==> config.mk <==
export PLATFORM = sky130hd
export DESIGN_NAME = decoder_scan_nto2n
export DESIGN_NICKNAME = d
export VERILOG_FILES = /design/src/rtl/decoder_pkg.sv /design/src/rtl/decoder_nto2n.sv /design/src/rtl/decoder_scan_nto2n.sv
export SDC_FILE = /design/constraint.sdc
export NUM_CORES = 1
export LEC_CHECK = 0
export ABC_AREA = 1
export CORE_MARGIN = 2
export CORE_UTILIZATION = 50
export CTS_CLUSTER_SIZE = 24
export DETAILED_ROUTE_END_ITERATION = 10
export PLACE_DENSITY = 0.79
export SLEW_MARGIN = 20
export SYNTH_ARGS = -nofsm -noshare
export SYNTH_HDL_FRONTEND = slang
export SYNTH_HIERARCHICAL = 1
export SYNTH_SLANG_ARGS = --single-unit
==> constraint.sdc <==
create_clock -name clk -period 2.6 [get_ports clk]
set_input_delay 0.52 -clock clk [delete_from_list [all_inputs] [get_ports clk]]
set_output_delay 0.52 -clock clk [all_outputs]
set_load 0.01 [all_outputs]
==> src/rtl/decoder_pkg.sv <==
// decoder_pkg: shared mode and state encodings for the scanning decoder
package decoder_pkg;
  localparam logic [1:0] MODE_OFF     = 2'b00;
  localparam logic [1:0] MODE_DIRECT  = 2'b01;
  localparam logic [1:0] MODE_SCAN    = 2'b10;
  localparam logic [1:0] MODE_ONESHOT = 2'b11;
  typedef enum logic [2:0] {
    ST_IDLE,
    ST_DIRECT,
    ST_SCAN,
    ST_ONESHOT,
    ST_DONE
  } state_t;
endpackage

==> src/rtl/decoder_nto2n.sv <==
// decoder_nto2n: combinational ADDR_W to 2**ADDR_W one-hot decoder
module decoder_nto2n #(
  parameter int ADDR_W = 4,
  localparam int OUT_W = 2 ** ADDR_W
) (
  input  logic [ADDR_W-1:0] a,
  output logic [OUT_W-1:0]  y
);
  assign y = {{(OUT_W-1){1'b0}}, 1'b1} << a;
endmodule

==> src/rtl/decoder_scan_nto2n.sv <==
// decoder_scan_nto2n: registered one-hot selector, direct decode or timed scan
module decoder_scan_nto2n
  import decoder_pkg::*;
#(
  parameter int ADDR_W  = 4,
  parameter int DWELL_W = 8,
  localparam int OUT_W  = 2 ** ADDR_W
) (
  input  logic               clk,
  input  logic               rst_n,
  input  logic               en,
  input  logic [1:0]         mode,
  input  logic [ADDR_W-1:0]  addr_in,
  input  logic               addr_valid,
  input  logic [DWELL_W-1:0] dwell,
  output logic [OUT_W-1:0]   d,
  output logic [ADDR_W-1:0]  cur_addr,
  output logic               busy,
  output logic               done
);
  state_t state, state_nx;
  logic [DWELL_W-1:0] cnt, cnt_nx;
  logic [ADDR_W-1:0] addr_nx;
  logic [OUT_W-1:0] dec;
  logic on_nx, busy_nx, done_nx, last_step;
  assign last_step = state == ST_ONESHOT && cnt == '0 && &cur_addr;
  decoder_nto2n #(.ADDR_W(ADDR_W)) u_dec (.a(addr_nx), .y(dec));
  always_ff @(posedge clk) begin
    if (!rst_n) begin
      state    <= ST_IDLE;
      cnt      <= '0;
      cur_addr <= '0;
      d        <= '0;
      busy     <= 1'b0;
      done     <= 1'b0;
    end else begin
      state    <= state_nx;
      cnt      <= cnt_nx;
      cur_addr <= addr_nx;
      d        <= on_nx ? dec : '0;
      busy     <= busy_nx;
      done     <= done_nx;
    end
  end
  // DONE is sticky while mode stays ONESHOT; re-arming needs a mode or en change
  always_comb begin
    state_nx = !en || mode == MODE_OFF ? ST_IDLE
             : mode == MODE_DIRECT     ? ST_DIRECT
             : mode == MODE_SCAN       ? ST_SCAN
             : state == ST_DONE || last_step ? ST_DONE : ST_ONESHOT;
  end
  always_comb begin
    addr_nx = cur_addr;
    cnt_nx  = cnt;
    on_nx   = |d;
    busy_nx = 1'b0;
    done_nx = 1'b0;
    if (state_nx == ST_DIRECT) begin
      addr_nx = addr_valid ? addr_in : state != ST_DIRECT ? '0 : cur_addr;
      on_nx   = addr_valid || (state == ST_DIRECT && |d);
    end else if (state_nx == ST_SCAN || state_nx == ST_ONESHOT) begin
      busy_nx = 1'b1;
      on_nx   = 1'b1;
      if (state != state_nx) begin
        addr_nx = '0;
        cnt_nx  = dwell;
      end else if (cnt == '0) begin
        addr_nx = cur_addr + 1'b1;
        cnt_nx  = dwell;
      end else begin
        cnt_nx = cnt - 1'b1;
      end
    end else begin
      addr_nx = '0;
      cnt_nx  = '0;
      on_nx   = 1'b0;
      done_nx = state == ST_ONESHOT && state_nx == ST_DONE;
    end
  end
endmodule
# [Yosys cells after proc, flatten, opt, wreduce, memory -nomap -nowiden]
# Cells that the tools add are included.
[word_totals] word_cells=52 reg_bits=33 input_bits=18 output_inout_bits=22
[classes] mux=15 n_addsub=2 reduce_logical=16 n_eq_ne=11 shift=1 n_bitwise=1
[ops] operator="4-bit 2-to-1 mux" count=6
[ops] operator="8-bit 2-to-1 mux" count=3
[ops] operator="16-bit OR reduction" count=1
[ops] operator="1-bit by 4-bit left shift with 16-bit output (first input constant)" count=1
[ops] operator="3-bit 2-to-1 mux" count=4
[ops] operator="3-bit by 2-bit == test with 1-bit output (second input constant)" count=3
[ops] operator="8-bit zero test" count=1
[ops] operator="8-bit by 1-bit subtractor with 8-bit output (second input constant)" count=1
[ops] operator="3-bit by 1-bit == test with 1-bit output (second input constant)" count=2
[ops] operator="3-bit == test (second input constant)" count=2
[ops] operator="4-bit by 1-bit adder with 4-bit output (second input constant)" count=1
[ops] operator="1-bit logical AND" count=4
[ops] operator="1-bit logical OR" count=4
[ops] operator="4-bit AND reduction" count=1
[ops] operator="3-bit by 1-bit inequality test with 1-bit output (second input constant)" count=1
[ops] operator="3-bit inequality test" count=1
[ops] operator="3-bit OR reduction" count=1
[ops] operator="2-bit by 1-bit == test with 1-bit output (second input constant)" count=1
[ops] operator="2-bit == test (second input constant)" count=1
[ops] operator="2-bit zero test" count=1
[ops] operator="1-bit 2-to-1 mux" count=2
[ops] operator="2-bit AND reduction" count=1
[ops] operator="2-bit OR reduction" count=1
[ops] operator="1-bit zero test" count=1
[ops] operator="1-bit NOT" count=1

# [Longest topological paths before layout]
# Gate-level depths: netlist of run 1.
[logic_depth] ltp_word=13 ltp_mapped=19 mapped_depth_nobuf=18

# [Cells and area by module]
# The synthesis of run 1 kept the hierarchy.
[modules_own_cells] mod="decoder_scan_nto2n" seq_area_each_um2=660.6 instances=1 area_per_inst_um2=1731.7 cells_per_inst=244
[modules_own_cells] mod="decoder_nto2n" seq_area_each_um2=0.0 instances=1 area_per_inst_um2=126.4 cells_per_inst=30

# [Worst setup path before layout of run 1]
# OpenSTA, ideal clock, no wires.
[synth_timing] kind="reg-to-reg" from="register cnt[0]" to="register d[12]" path_buffers=1 setup_ns=0.065 path_slack_ns=0.538 arrival_ns=1.997 path_stages_with_launch=20 t_required_ns=2.535 period_less_slack_ns=2.062 path_cell_list="dfxtp_1 -> inv_1 -> ha_1 -> nand2_1 -> nor2_4 -> nand2_2 -> nand2_2 -> nand2_1 -> nand2_2 -> nand2_1 -> nand2_1 -> nor2_4 -> buf_6 -> nand4_2 -> nand2_1 -> nor2_2 -> nand2_1 -> nor2_1 -> inv_1 -> nor2_1"
[synth_via] elab_chain_len=13 word_cells_on_any_way=21 classes_between="eq/ne (4); shift (1); mux (10); reduce/logical (6)"
[synth_lines] element="start: declaration" line_no="decoder_scan_nto2n.sv:22" source="logic [DWELL_W-1:0] cnt, cnt_nx;"
[synth_lines] element="start signal: assignment" line_no="decoder_scan_nto2n.sv:38" source="cnt <= cnt_nx;"
[synth_lines] element="8-bit zero test *" line_no="decoder_scan_nto2n.sv:26, decoder_scan_nto2n.sv:67"
[synth_lines] element="1-bit logical AND (2 in series)" line_no="decoder_scan_nto2n.sv:26" source="assign last_step = state == ST_ONESHOT && cnt == '0 && &cur_addr;"
[synth_lines] element="1-bit logical OR" line_no="decoder_scan_nto2n.sv:50" source=": state == ST_DONE || last_step ? ST_DONE : ST_ONESHOT;"
[synth_lines] element="3-bit 2-to-1 mux" line_no="decoder_scan_nto2n.sv:50"
[synth_lines] element="3-bit 2-to-1 mux" line_no="decoder_scan_nto2n.sv:49" source=": mode == MODE_SCAN ? ST_SCAN"
[synth_lines] element="3-bit 2-to-1 mux" line_no="decoder_scan_nto2n.sv:48" source=": mode == MODE_DIRECT ? ST_DIRECT"
[synth_lines] element="3-bit 2-to-1 mux" line_no="decoder_scan_nto2n.sv:47" source="state_nx = !en || mode == MODE_OFF ? ST_IDLE"
[synth_lines] element="3-bit inequality test or 3-bit by 2-bit == test with 1-bit output (tied branches)" line_no="decoder_scan_nto2n.sv:64, decoder_scan_nto2n.sv:61"
[synth_lines] element="4-bit 2-to-1 mux or 1-bit logical OR (tied branches)" line_no="decoder_scan_nto2n.sv:64, decoder_scan_nto2n.sv:61"
[synth_lines] element="4-bit 2-to-1 mux" line_no="decoder_scan_nto2n.sv:61" source="end else if (state_nx == ST_SCAN || state_nx == ST_ONESHOT) begin"
[synth_lines] element="4-bit 2-to-1 mux *" line_no="decoder_scan_nto2n.sv:58" source="if (state_nx == ST_DIRECT) begin"
[synth_lines] element="net addr_nx[1]" line_no="decoder_scan_nto2n.sv:23" source="logic [ADDR_W-1:0] addr_nx;"
[synth_lines] element="1-bit by 4-bit left shift with 16-bit output *" line_no="decoder_nto2n.sv:9" source="assign y = {{(OUT_W-1){1'b0}}, 1'b1} << a;"
[synth_lines] element="net dec[12]" line_no="decoder_scan_nto2n.sv:24" source="logic [OUT_W-1:0] dec;"
[synth_lines] element="end signal: assignment" line_no="decoder_scan_nto2n.sv:40" source="d <= on_nx ? dec : '0;"
[synth_lines] element="end: declaration" line_no="decoder_scan_nto2n.sv:16" source="output logic [OUT_W-1:0] d,"
# The timed path passes the listed nets; every way through them passes the cells marked *.
# A chain may end at the register's enable or synchronous reset.

# [Final worst setup path of run 1]
[layout_timing] from="input port mode[1]" to="register d[2]"
[layout_via] elab_chain_len=9 word_cells_on_any_way=19 classes_between="eq/ne (6); shift (1); mux (8); reduce/logical (4)"
[layout_lines] element="start: declaration" line_no="decoder_scan_nto2n.sv:12" source="input logic [1:0] mode,"
[layout_lines] element="2-bit == test" line_no="decoder_scan_nto2n.sv:49"
[layout_lines] element="3-bit 2-to-1 mux" line_no="decoder_scan_nto2n.sv:49"
[layout_lines] element="3-bit 2-to-1 mux" line_no="decoder_scan_nto2n.sv:48"
[layout_lines] element="3-bit 2-to-1 mux *" line_no="decoder_scan_nto2n.sv:47"
[layout_lines] element="3-bit inequality test or 3-bit by 2-bit == test with 1-bit output (tied branches)" line_no="decoder_scan_nto2n.sv:64, decoder_scan_nto2n.sv:61"
[layout_lines] element="4-bit 2-to-1 mux or 1-bit logical OR (tied branches)" line_no="decoder_scan_nto2n.sv:64, decoder_scan_nto2n.sv:61"
[layout_lines] element="4-bit 2-to-1 mux" line_no="decoder_scan_nto2n.sv:61"
[layout_lines] element="4-bit 2-to-1 mux *" line_no="decoder_scan_nto2n.sv:58"
[layout_lines] element="net addr_nx[1]" line_no="decoder_scan_nto2n.sv:23"
[layout_lines] element="1-bit by 4-bit left shift with 16-bit output *" line_no="decoder_nto2n.sv:9"
[layout_lines] element="net dec[2]" line_no="decoder_scan_nto2n.sv:24"
# Marked as above.

==> key figures, run 1 <==
Outcome
  • Status: finished, final reports clean

Clock network
  • Buffer levels on the longest clock path: 2
  • Clock Sinks: 33
  • CTS resizes: 0
  • Clock slew seen by the registers of the worst setup and hold paths: 70 ps
  • Cts hold-fix bufs: 0
  • H-tree levels: 2
  • Num CTS Buffers: 5
  • Later-pin clock latency in the skew report: between 200 and 300 ps
  • CTS root buf: clkbuf_8
  • CTS tree: built
  • Post-CTS setup buffer count: 0

Drt
  • Initial DRC count: around 130
  • Vias per Instance: approximately 5.1
  • DRT Wirelength: roughly 4300 µm
  • DR WL/cell: roughly 12 µm
  • Vias after detailed routing: approximately 1.9k
  • Routed Antenna Nets: 0
  • Post-route DRC violation count: 0
  • Initial DRT Pass Iterations: 4

Power and ir drop
  • Peak VDD IR: 0.299 mV
  • P_leak: 1.05 nW
  • PwrDens: slightly above 500 nW/µm²

Worst setup path
  • CP peak stage delay: 510 ps
  • CP Max Fanout: 6
  • Reg2reg path depth: 18
  • Slowest CP cell: clkdlybuf4s50_1
  • Crit-path cells: clkdlybuf4s50_1 > inv_2 > or2_0 > nand2_1 > nand2_2 > nand2_1 > nand2_1 > nor2_4 > nand4_2 > nand2_1 > nand3_1 > nor2_1 > inv_1 > nor2_1
  • Required @ worst endpoint: about 2800 ps
  • WP depth: 14
  • Crit path launch type: primary input
  • Worst path most repeated cell: nand2_1
  • Critical path arrival: about 2600 ps
  • Delay-heaviest family, CP: simple AND/OR/NAND/NOR gates
  • Crit end category: register
  • Setup CP Type: primary input to register
  • Buf+Inv Stages, Crit Path: 3

STA
  • Final slew viol count: 0
  • Setup Viol. Count Final: 0
  • Worst setup margin: 262 ps
  • Final min period: approximately 2300 ps
  • Period utilization: 0.899
  • Max Clock Skew: 9.41 ps
  • Slew Limit Headroom: 0.651
  • Achievable frequency: about 430 MHz
  • Worst-Margin Slew: ~520 ps
  • Fin. Hold Viols: 0
  • Post-route setup TNS: 0 ps
  • Unrepaired setup endpoints after global routing: no
  • Hold_ws: around 460 ps

Layout
  • Post-route cell area: around 2400 µm²
  • Post-route insts no fill: approximately 370
  • Area growth syn-to-layout: 31.9%
  • Nets: between 300 and 400
  • Fillers: 305
  • Share of layout cells above drive strength 1: 0.127
  • Diode count: 0

Floorplan
  • Row cnt: 22
  • Total Die Area: around 4200 µm²
  • Die width: 65.0 µm
  • Io pins: 40
  • Height of the die: roughly 65 µm
  • Starting Density: 0.515
  • Core area: ~3600 µm²

Logic synthesis
  • Yosys reg bits: 33
  • Post-Synthesis Cells: between 200 and 300
  • Netlist cell types: 29
  • Synth Warn #: 6
  • Post-Syn Area: roughly 1900 µm²
  • Synth Flop Type: dfxtp_1
  • Post-synth EDFFs: 0
  • Net Count, Synth: between 200 and 300
  • Post-Syn Area per Cell: roughly 6.8 µm²
  • Register area share after synthesis: 0.356
  • Post-synthesis async set-or-reset flop share: 0

Global routing
  • Via count of the first global-routing pass: roughly 1.8k
  • Overflow after GRT: 0
  • Largest net degree at the start of global routing: 17
  • First-pass GRT wire length: 7420 µm
  • All-Layer GR Usage: 0.225
  • Antenna violations before repair: 0

Min path
  • Hold Crit Depth: 2
  • Min-delay worst type: register to register

Placed design
  • Placement Setup Slack: about 36 ps
  • Dpl hpwl: around 3200 µm
  • Routability cong.: between 0.8 and 0.9
  • Dpl cells: about 360
  • Placed cell area: 2330 µm²
  • Port buffer count: 39

Run
  • Max cap viols: 0
[synthesized netlist by cell type (4+ instances only)]
cell	count	area, µm²
nand2_1	55	206
nor2_1	46	173
inv_1	43	161
dfxtp_1	33	661
nand3_1	30	150
o21ai_0	12	60.1
nand2_2	6	37.5
a21oi_2	4	35.0
inv_2	4	15.0
nand4_2	4	50.1
nor4_1	4	25.0
o2111ai_1	4	35.0
xor2_1	4	35.0
[path summary, 6_finish.rpt]
path / from / end / slack (ps)
worst max-delay path: mode[1] / d[2] / 260
worst min-delay path: cnt[1] / cnt[1] / 460
worst max register to register: cnt[0] / d[2] / 280
worst min register to register: cnt[1] / cnt[1] / 460
[cells in the final DEF, fill, tap and decap left out, types with 6 or more instances in the layout]
master,instances
nand3_1,30
nor2_1,46
clkbuf_8,6
buf_4,8
nand2_1,55
inv_1,43
o21ai_0,12
clkdlybuf4s50_1,39
nand2_2,6
dfxtp_1,33
[cell families after synthesis]
kind of cell               count (synthesis)  synth area share
and+or+nand+nor                          157             0.397
buffers and inverters                     52             0.114
DFF                                       33             0.356
AOI/OAI and AO/OA                         23            0.0855
xor gates and xnor gates                   6            0.0283
adders and majority gates                  3            0.0202
[routing by layer]
metal,GRT usage,share of wire,vias to the layer above
li1,-,-,962
met1,0.275,0.45,837
met2,0.371,0.48,72
met3,0.0573,0.058,10
met4,0.101,0.017,0
met5,0,0,-
[worst register-to-register path, stage by stage, from the launching register on]
cell and delay [ps]:
dfxtp_1 330, inv_1 120, ha_1 160, nand2_1 80, nor2_4 190, nand2_2 90, nand2_2 110, nand2_1 90
nand2_2 120, nand2_1 70, nand2_1 110, nor2_4 70, nand4_2 80, nand2_1 130, inv_1 140, nand3_1 120
nor2_1 140, inv_1 50, nor2_1 80
[metrics by stage]
step / utilization / power [mW]
after CTS: 0.679 / 1.28
after detailed placement: 0.647 / 0.781
after global placement: 0.647 / 0.777
after global routing: 0.679 / 1.34
after floorplan: - / 0.701
final: 0.679 / 1.27
[report_power, final]
group,switching [mW],internal [mW]
Clock,0.182,0.312
Sequential,0.0103,0.517
Combinational,0.142,0.103
[cell type report]
type	instances	area, µm²	area share
multi-input combinational	189	986	0.402
sequential	33	661	0.270
timing repair buffer	47	450	0.184
inverter	47	176	0.0720
clock buffer	7	86.3	0.0352
tap	48	60.1	0.0245
clock inverter	1	30.0	0.0123
[sequential cells by signal (all words and copies together), names as in the netlist]
| signal | count |
|---|---|
| busy | 1 |
| cnt | 8 |
| cur_addr | 4 |
| d | 16 |
| done | 1 |
| state | 3 |
No activity file was read; power rests on OpenSTA's default activity.
==> inputs of run 2 (changes only) <==
MAX_ROUTING_LAYER = met4   (was default)
==> run 2 against run 1 <==
Compared with the run above:
- final area unchanged
- clock skew barely moved
- non-clock buffer count stayed put
- worst setup slack got worse by 7.0 ps
- sequential power hardly changed
- sequential cell count stayed put
- global-route usage increased by 0.60 points
- highest routed layer unchanged
==> key figures, run 2 (synthesis results as in run 1) <==
Clock network
  • Num CTS Buffers: 5
  • Clock Sinks: 33
  • CTS tree: built
  • Buffer levels on the longest clock path: 2
  • H-tree levels: 2
  • Cts hold-fix bufs: 0
  • CTS resizes: 0
  • Post-CTS setup buffer count: 0
  • Clock slew seen by the registers of the worst setup and hold paths: ~70 ps
  • CTS root buf: clkbuf_8
  • Later-pin clock latency in the skew report: between 200 and 300 ps

Min path
  • Min-delay worst type: register to register
  • Hold Crit Depth: 2

Layout
  • Most common cell after layout, fill and taps aside: nand2_1
  • Area growth syn-to-layout: 31.9%
  • Max reg flops: 16
  • Most frequent cells in the layout: nand2_1, nor2_1, inv_1
  • Nets: 344
  • Post-route insts no fill: approximately 370
  • Diode count: 0
  • Share of layout cells above drive strength 1: 0.127
  • Largest regs: d: 16 flops, cnt: 8 flops, cur_addr: 4 flops
  • Largest reg by FF count: d

Placed design
  • Dpl hpwl: 3090 µm
  • Routability cong.: 0.895
  • Dpl cells: 364
  • Port buffer count: 39

Global routing
  • All-Layer GR Usage: 0.231
  • Largest net degree at the start of global routing: 17
  • First-pass GRT wire length: 7450 µm
  • Antenna violations before repair: 0
  • Overflow after GRT: 0
  • Via count of the first global-routing pass: 1746

STA
  • Slew Limit Headroom: 0.749
  • Period utilization: 0.902
  • Setup Viol. Count Final: 0
  • Fin. Hold Viols: 0
  • Final min period: 2340 ps
  • Achievable frequency: 427 MHz
  • Final slew viol count: 0
  • Unrepaired setup endpoints after global routing: no
  • Worst-Margin Slew: 372 ps
  • Hold_ws: around 460 ps
  • Max Clock Skew: approximately 9.3 ps
  • Post-route setup TNS: 0 ps

Run
  • Max cap viols: 0

Worst setup path
  • Slowest CP cell: dfxtp_1
  • Reg2reg path depth: 18
  • Crit path launch type: register
  • Delay-heaviest family, CP: simple AND/OR/NAND/NOR gates
  • CP Max Fanout: 7
  • Worst path most repeated cell: nand2_1
  • Setup CP Type: register to register
  • WP depth: 18
  • Required @ worst endpoint: 2820 ps
  • Critical path arrival: 2560 ps
  • Crit-path cells: inv_1 > ha_1 > nand2_1 > nor2_4 > nand2_2 > nand2_2 > nand2_1 > nand2_2 > nand2_1 > nand2_1 > nor2_4 > nand4_2 > nand2_1 > nor2_2 > nand2_1 > nor2_1 > inv_1 > nor2_1
  • Crit end category: register
  • Buf+Inv Stages, Crit Path: 2
  • CP peak stage delay: ~320 ps

Drt
  • Initial DRT Pass Iterations: 4
  • Vias per Instance: 4.90
  • DR WL/cell: ~11 µm
  • Post-route DRC violation count: 0
  • DRT Wirelength: between 4000 and 5000 µm
  • Routed Antenna Nets: 0
  • Vias after detailed routing: around 1.8k
  • Initial DRC count: roughly 120

Floorplan
  • Core area: ~3600 µm²
  • Io pins: 40
  • Row cnt: 22
  • Starting Density: 0.515
  • Die width: 65.0 µm
  • Height of the die: approximately 65 µm
  • Total Die Area: approximately 4200 µm²

Power and ir drop
  • PwrDens: approximately 520 nW/µm²
  • P_leak: around 1.1 nW
  • Final Power: approximately 1.3 mW
  • Peak VDD IR: 0.292 mV

Outcome
  • Status: finished, final reports clean
run 2: cell counts in the layout (fill, tap and decap cells not counted):
Identical to the previous run, type by type.
run 2: final timing paths:
check         start  endpoint  slack (ps)
min reg2reg  cnt[1]    cnt[1]         460
max          cnt[0]      d[0]         260
max reg2reg  cnt[0]      d[0]         260
min          cnt[1]    cnt[1]         460
run 2: cell type report:
type                            count  area (µm²)
Timing Repair Buffer               47         450
Fill cell                         318        1160
Sequential cell                    33         661
Multi-Input combinational cell    189         986
Clock inverter                      1        30.0
Inverter                           47         176
Clock buffer                        7        86.3
Tap cell                           48        60.1
run 2: per-layer routing:
metal | global-route usage | routed length, µm | vias up
met5 | - | 0 | -
met3 | 0.0538 | 195 | 11
met4 | 0.0931 | 103 | 0
met2 | 0.379 | 1950 | 51
met1 | 0.274 | 1960 | 798
li1 | - | - | 962
run 2: stage by stage:
| step | utilization | worst slack (ps) | instance area, µm² |
|---|---|---|---|
| 2_1_floorplan | - | 538 | 1860 |
| 3_3_place_gp | 0.647 | 88.4 | 2330 |
| 3_5_place_dp | 0.647 | 25.5 | 2330 |
| 4_1_cts | 0.679 | 286 | 2450 |
| 5_1_grt | 0.679 | 20.8 | 2450 |
| 6_report | 0.679 | 255 | 2450 |
run 2: worst reg2reg max path, cell delays in order, from the launching register on:
cell     delay (ps)
dfxtp_1         320
inv_1           110
ha_1            150
nand2_1          80
nor2_4          200
nand2_2          70
nand2_2          90
nand2_1          90
nand2_2         120
nand2_1          60
nand2_1         100
nor2_4           60
nand4_2          80
nand2_1         150
nor2_2          170
nand2_1         100
nor2_1          160
inv_1            60
nor2_1          100
run 2: report_power, final:
group / internal (mW) / switching, mW / total [mW]
Sequential: 0.517 / 0.0102 / 0.527
Combinational: 0.103 / 0.140 / 0.243
Clock: 0.312 / 0.183 / 0.495
Total: 0.932 / 0.334 / 1.27
